## src/rtl/tidc_phase_sequencer.sv

```systemverilog
// Steps the bench through reset hold, phases 1..LAST_PHASE and a final-report phase.
// Latency: all outputs registered; minimum active phase is IDLE_CYCLES+3 cycles.
// Backpressure: none; inputs are sampled every cycle, and a hung phase is aborted by timeout.
module tidc_phase_sequencer #(
   parameter int RESET_CYCLES  = 8,
   parameter int IDLE_CYCLES   = 16,
   parameter int PHASE_TIMEOUT = 1000,
   parameter int LAST_PHASE    = 8
) (
   input  logic        clk,
   input  logic        rst_n,
   input  logic        stim_done,
   input  logic        l1_0_request_valid,
   input  logic        l1_1_request_valid,
   input  logic        l2_cmd_valid,
   input  logic        l1_0_probe_req_valid,
   input  logic        l1_1_probe_req_valid,
   output logic [4:0]  test_phase,
   output logic [15:0] cycle_counter,
   output logic        phase_start,
   output logic        test_complete,
   output logic        all_done,
   output logic [7:0]  abort_count
);

   localparam int IW = (IDLE_CYCLES > 1) ? $clog2(IDLE_CYCLES) : 1;
   localparam logic [15:0]   RST_LAST    = 16'(RESET_CYCLES - 1);
   localparam logic [15:0]   TIMEOUT_CNT = 16'(PHASE_TIMEOUT + 1);
   localparam logic [IW-1:0] IDLE_LAST   = IW'(IDLE_CYCLES - 1);
   localparam logic [4:0]    LAST_PH     = 5'(LAST_PHASE);
   localparam logic [4:0]    FINAL_PH    = 5'(LAST_PHASE + 1);

   typedef enum logic [2:0] {
      S_RESET,
      S_START,
      S_RUN,
      S_DRAIN,
      S_NEXT,
      S_DONE
   } state_t;

   state_t        state, state_d;
   logic [IW-1:0] idle, idle_d;
   logic [4:0]    phase_d;
   logic [15:0]   cnt_d, cnt_inc;
   logic [7:0]    abort_d;
   logic          start_d, complete_d, done_d;
   logic          activity, timeout;

   assign activity = l1_0_request_valid | l1_1_request_valid | l2_cmd_valid |
                     l1_0_probe_req_valid | l1_1_probe_req_valid;
   assign timeout  = (cycle_counter == TIMEOUT_CNT);
   assign cnt_inc  = (cycle_counter == 16'hFFFF) ? cycle_counter : cycle_counter + 16'd1;

   always_ff @(posedge clk or negedge rst_n) begin
      if (!rst_n) state <= S_RESET;
      else        state <= state_d;
   end

   always_comb begin
      state_d    = state;
      phase_d    = test_phase;
      cnt_d      = cycle_counter;
      idle_d     = idle;
      abort_d    = abort_count;
      start_d    = 1'b0;
      complete_d = 1'b0;
      done_d     = all_done;
      case (state)
         S_RESET: begin
            cnt_d = cnt_inc;
            if (cycle_counter == RST_LAST) begin
               state_d = S_START;
               phase_d = 5'd1;
               start_d = 1'b1;
            end
         end
         S_START: begin
            cnt_d   = '0;
            idle_d  = '0;
            state_d = S_RUN;
         end
         S_RUN, S_DRAIN: begin
            cnt_d = cnt_inc;
            // Abort wins over completion; clearing the counter keeps 1001 visible for one cycle only
            if (timeout) begin
               state_d = S_NEXT;
               cnt_d   = '0;
               abort_d = (abort_count == 8'hFF) ? abort_count : abort_count + 8'd1;
            end else if (state == S_RUN) begin
               if (stim_done) begin
                  state_d = S_DRAIN;
                  idle_d  = '0;
               end
            end else if (activity) begin
               idle_d = '0;
            end else if (idle == IDLE_LAST) begin
               state_d = S_NEXT;
            end else begin
               idle_d = idle + 1'b1;
            end
         end
         S_NEXT: begin
            cnt_d = '0;
            if (test_phase == LAST_PH) begin
               state_d    = S_DONE;
               phase_d    = FINAL_PH;
               complete_d = 1'b1;
               done_d     = 1'b1;
            end else begin
               state_d = S_START;
               phase_d = test_phase + 5'd1;
               start_d = 1'b1;
            end
         end
         S_DONE: begin
            cnt_d  = '0;
            done_d = 1'b1;
         end
         default: state_d = S_RESET;
      endcase
   end

   always_ff @(posedge clk or negedge rst_n) begin
      if (!rst_n) begin
         test_phase    <= '0;
         cycle_counter <= '0;
         idle          <= '0;
         abort_count   <= '0;
         phase_start   <= 1'b0;
         test_complete <= 1'b0;
         all_done      <= 1'b0;
      end else begin
         test_phase    <= phase_d;
         cycle_counter <= cnt_d;
         idle          <= idle_d;
         abort_count   <= abort_d;
         phase_start   <= start_d;
         test_complete <= complete_d;
         all_done      <= done_d;
      end
   end

endmodule

```

## config.mk

```make
export PLATFORM = sky130hd
export DESIGN_NAME = tidc_phase_sequencer
export DESIGN_NICKNAME = d
export VERILOG_FILES = /design/src/rtl/tidc_phase_sequencer.sv
export SDC_FILE = /design/constraint.sdc
export NUM_CORES = 1
export LEC_CHECK = 0
export ABC_AREA = 1
export CORE_ASPECT_RATIO = 1.4
export CORE_MARGIN = 4
export CORE_UTILIZATION = 47
export CTS_CLUSTER_DIAMETER = 80
export CTS_CLUSTER_SIZE = 12
export DETAILED_ROUTE_END_ITERATION = 10
export PLACE_DENSITY = 0.74
export SYNTH_ARGS = -nofsm -noshare
export SYNTH_HDL_FRONTEND = slang
export SYNTH_SLANG_ARGS = --single-unit
```

## constraint.sdc

```tcl
create_clock -name clk -period 1.43 [get_ports clk]
set_input_delay 0.2145 -clock clk [delete_from_list [all_inputs] [get_ports clk]]
set_output_delay 0.2145 -clock clk [all_outputs]
set_load 0.02 [all_outputs]
```

After elaboration in Yosys (flattened, before gate mapping):

Index checks and enable logic that the tools add are counted.

* logic and storage cells: 76
* bits in registers: 39
* output and inout bits: 32
* bits of input ports: 8

* reductions and logical operators: 12
* equality and inequality tests: 19
* add/subtract/negate cells: 4
* multiplexer cells: 27
* bitwise logic cells: 6

Operators with widths (count)
* 16-bit one-hot mux with 3 select lines: 1
* 16-bit two-way mux: 2
* 3-bit two-way mux: 7
* 4-bit two-way mux: 5
* 16-bit by 1-bit adder with 16-bit output (second input constant): 1
* 16-bit by 10-bit equality test with 1-bit output (second input constant): 1
* 16-bit equality test (second input constant): 1
* 16-bit by 3-bit equality test with 1-bit output (second input constant): 1
* 4-bit != test (second input constant): 4
* 3-bit one-hot mux with 5 select lines: 1
* 5-bit two-way mux: 2
* 5-bit one-hot mux with 2 select lines: 1
* 8-bit by 1-bit adder with 8-bit output (second input constant): 1
* 8-bit equality test (second input constant): 1
* 4-bit one-hot mux with 2 select lines: 1
* 3-bit by 2-bit equality test with 1-bit output (second input constant): 2
* 3-bit equality test (second input constant): 2
* 2-bit != test (second input constant): 3
* 2-bit nonzero test: 3
* 5-bit by 1-bit adder with 5-bit output (second input constant): 1
* 5-bit by 4-bit equality test with 1-bit output (second input constant): 1
* 1-bit two-way mux: 5
* 5-bit AND reduction: 1
* 4-bit by 1-bit adder with 4-bit output (second input constant): 1
* other kinds (13): 19

Longest topological paths before layout:

* depth after elaboration: 8
* mapped depth: 11

Least setup slack after synthesis:

No wires, ideal clock.

* path type: register -> register
* start: register cycle_counter[0]
* end: register cycle_counter[9]
* setup time: 0.117 ns
* cell stages (with the launch flop): 10
* buffers on the path: 1
* period minus slack after synthesis: 1.602 ns
* data arrival time: 1.485 ns
* data required time: 1.313 ns
* path slack: -0.172 ns
* path through: dfrtp_1 > ha_1 > nand2_1 > nor2_2 > nand4_4 > buf_6 > nand3_1 > nand2_1 > nand2_1 > nor2_1

* cells in the longest elaborated chain, start to end: 4
* elaborated cells between the ends (all ways): 6
* those cells by class: add/sub: 1; eq/ne: 2; mux: 3

Ends and longest elaborated chain
* start: declaration: RTL line 19 `output logic [15:0] cycle_counter,`
* start signal: assignment: RTL line 135 `cycle_counter <= cnt_d;`
* 16-bit by 1-bit adder with 16-bit output / 16-bit equality test (equally long branches): RTL line 53 `assign cnt_inc = (cycle_counter == 16'hFFFF) ? cycle_counter : cycle_counter + 16'd1;`
* 16-bit two-way mux: RTL line 53
* 16-bit two-way mux: RTL line 86 `if (timeout) begin`
* 16-bit one-hot mux with 3 select lines *: RTL line 69 `case (state)`

Every way passes the cells marked *; elsewhere a longest branch is shown, timed or not.
A chain may end at the register's enable or synchronous reset.

Final worst setup path:

* start: register cycle_counter[4]
* end: register abort_count[4]

* cells in the longest elaborated chain, start to end: 2

Ends and longest elaborated chain
* 16-bit by 10-bit equality test with 1-bit output: RTL line 52 `assign timeout = (cycle_counter == TIMEOUT_CNT);`
* 3-bit AND reduction (no line)
* end signal: assignment: RTL line 137 `abort_count <= abort_d;`
* end: declaration: RTL line 23 `output logic [7:0] abort_count`

Every way passes these cells.

==> impl_metrics.toml <==
[timing]
period_minus_slack_ns = 1.542
fin_skew_ns = 0.007150
slew_viol_final = 0
period_share_pct = 107.9
setup_viol = 31
clock.fmax_mhz = 648.4
tns_ns = -2.001
hold_violations = 0
setup_ws_ns = -0.1123
whs_ns = 0.4054
maxSlewHeadroom_pct = 68.75
tightest_slew_ns = 0.4688
grt_setup_unrepaired = "yes"

[place]
dp_hpwl_um = 5110
place_area_sq_mm = 0.003412
dp_cells = 532
place_congestion = 0.8461
port_buffers = 39

[job]
drv_cap = 0

[die]
die_y_um = 94.96
start_util_pct = 48.84
dieArea_sq_mm = 0.006658
dieWidth_um = 70.12
core_sq_mm = 0.005197
num_rows = 31
io_pins = 40

[global_routing]
antenna_found_initial = 0
grt_pass1_vias = 2808
grt_overflow = 0
track_usage_pct = 22.71
grt_max_degree = 22
grt_pass1_wl_um = 12320

[synthesis]
synth.avg_cell_area_sq_um = 6.698
synth_cells = 379
synth_cell_types = 25
ys_ff_latch = 39
yosysSeqAreaShare_pct = 38.44
yosys_warnings = 0
synth_nets = 393
synth_area_sq_mm = 0.002539

[cells_and_area]
final_util_pct = 74.10
diodes = 0
final_cells = 555
drive_gt1_share_pct = 31.08
nNetsFinal = 502
fin_area_sq_mm = 0.003851
syn2layout_area_growth_pct = 51.70
layout_common_cells = "nand2_1, buf_4, inv_1, nor2_1, dfrtp_1"
nFillCells = 390
final_common_cell = "nand2_1"

[clock_tree]
max-clock-path-buffers = 2
clk_pin_slew_ns = 0.08
clockRootBuffer = "clkbuf_8"
ctsHtreeMaxLevel = 2
numCtsBuffers = 5
cts_tree = "done"
cts_sinks = 39
clock_latency_ns = 0.29

[power_and_ir_drop]
p_sw_share_pct = 44.24
ir_worst_vdd_uv = 1276
p_leak_nw = 1.995
power-per-cell-area_mw_per_mm2 = 1412
clock_power_share_pct = 17.8
power_frac_comb_pct = 55.0
p_int_mw = 3.031
seqPwrFrac_pct = 27.2
p_switching_mw = 2.405

[worst_setup_path]
cp.arrival_ns = 1.72
required_ns = 1.61
max_stage_delay_ns = 0.41
crit_type = "register to register"
critPathLaunchType = "register"
reg2reg_from = "cycle_counter[4]"
path_cells = "buf_4, nor2_4, nand2_2, nor2_4, nand4_1, buf_4, nand2_1, nand2_1"
crit_start = "cycle_counter[4]"
crit_path_max_fanout = 6
cpMaxStageDelayCell = "dfrtp_1"
cp-end-kind = "register"

[drt]
drt_iter0_markers = 190
detail-route-antenna-nets = 0
route.detailed.drc = 0
first_pass_iters = 4
wl_per_cell_um = 13.81
drt-total-wl_um = 7667
avgViaCountPerCell = 5.175
vias = 2872

[min_path]
hold_path.class = "input port to asynchronous set/reset pin"

[status]
status = "finished, violations left"
violations = "negative setup slack"
## layer usage
metal	global-route usage, %	up-vias	wire (um)
met5	0	-	0
met4	8.946	0	325
met3	3.195	30	355
met2	43.77	103	4124
met1	24.78	1342	2862
li1	-	1397	-
## layout make-up
type                       instances  area (sq um)  share of cell area [%]
multi-input combinational        284          1587                   41.20
sequential                        39         983.4                   25.54
timing repair buffer             106         878.3                   22.81
inverter                          52         202.7                   5.263
clock buffer                       6         82.58                   2.144
tap                               66         82.58                   2.144
clock inverter                     2         35.03                  0.9097
## cell usage after synthesis (all sizes together)
library cell	n	share of area [%]
o22ai	1	0.25
inv	52	7.7
dfrtp	39	38
nand3	35	6.9
and2	1	0.25
ha	6	3.0
xor2	7	2.4
o211ai	1	0.30
nand4	14	4.0
o21ai	12	2.4
nor2	68	11
buf	4	1.2
xnor2	4	1.4
a21oi	4	0.94
nand2	127	19
nor3	3	0.59
or2	1	0.25
## final timing paths
check                                         to  slack (ns)  depth (start not counted)
worst max-delay path              abort_count[4]       -0.11                          8
worst min-delay path               test_phase[3]        0.41                          2
worst max register to register    abort_count[4]       -0.11                          8
worst min register to register          all_done        0.46                          2
max in group asynchronous       cycle_counter[1]        0.48                          3
min in group clk                        all_done        0.46                          2
## critical path: cells and delay by family, from the launching register on
kind                   cells  cell delay, ns
flip-flops                 1            0.41
buffers and inverters      2            0.39
AND/OR/NAND/NOR            6            0.63
## timing repair
action                     CTS  global route
hold buffers                 1             0
pin swaps                   24            19
setup endpoints to repair   60            40
setup buffers               10             4
gates resized for setup     77            40
hold endpoints to repair    19             0
## cells by family after synthesis
logic type               after synthesis  share of synthesized area [%]
AND/OR/NAND/NOR                      249                          42.04
XOR/XNOR                              11                          3.795
AO/OA/AOI/OAI                         18                          3.845
adder cells (fa/ha/maj)                6                          2.957
flip-flops                            39                          38.44
buffers and inverters                 56                          8.920
## registers in the layout (all words and copies together), names as in the netlist
signal         count
state              3
cycle_counter     16
test_phase         5
idle               4
all_done           1
abort_count        8
phase_start        1
test_complete      1
## per-stage QoR
step / total power [mW] / setup WS, ns
6_report: 5.436 / -0.1123
5_1_grt: 5.790 / -0.1770
4_1_cts: 5.134 / -0.05757
3_5_place_dp: 3.921 / -0.1528
3_3_place_gp: 3.864 / -0.1244
2_1_floorplan: 3.004 / -0.01859
## power by group through the flow
stage / Combinational [mW] / Sequential [mW] / Clock (mW)
after global routing: 3.27 / 1.50 / 1.03
final: 2.99 / 1.48 / 0.969
after global placement: 2.38 / 1.48 / 0
after floorplan: 1.36 / 1.64 / 0
after detailed placement: 2.44 / 1.48 / 0
after CTS: 2.71 / 1.45 / 0.975
No activity file was read; power rests on OpenSTA's default activity.
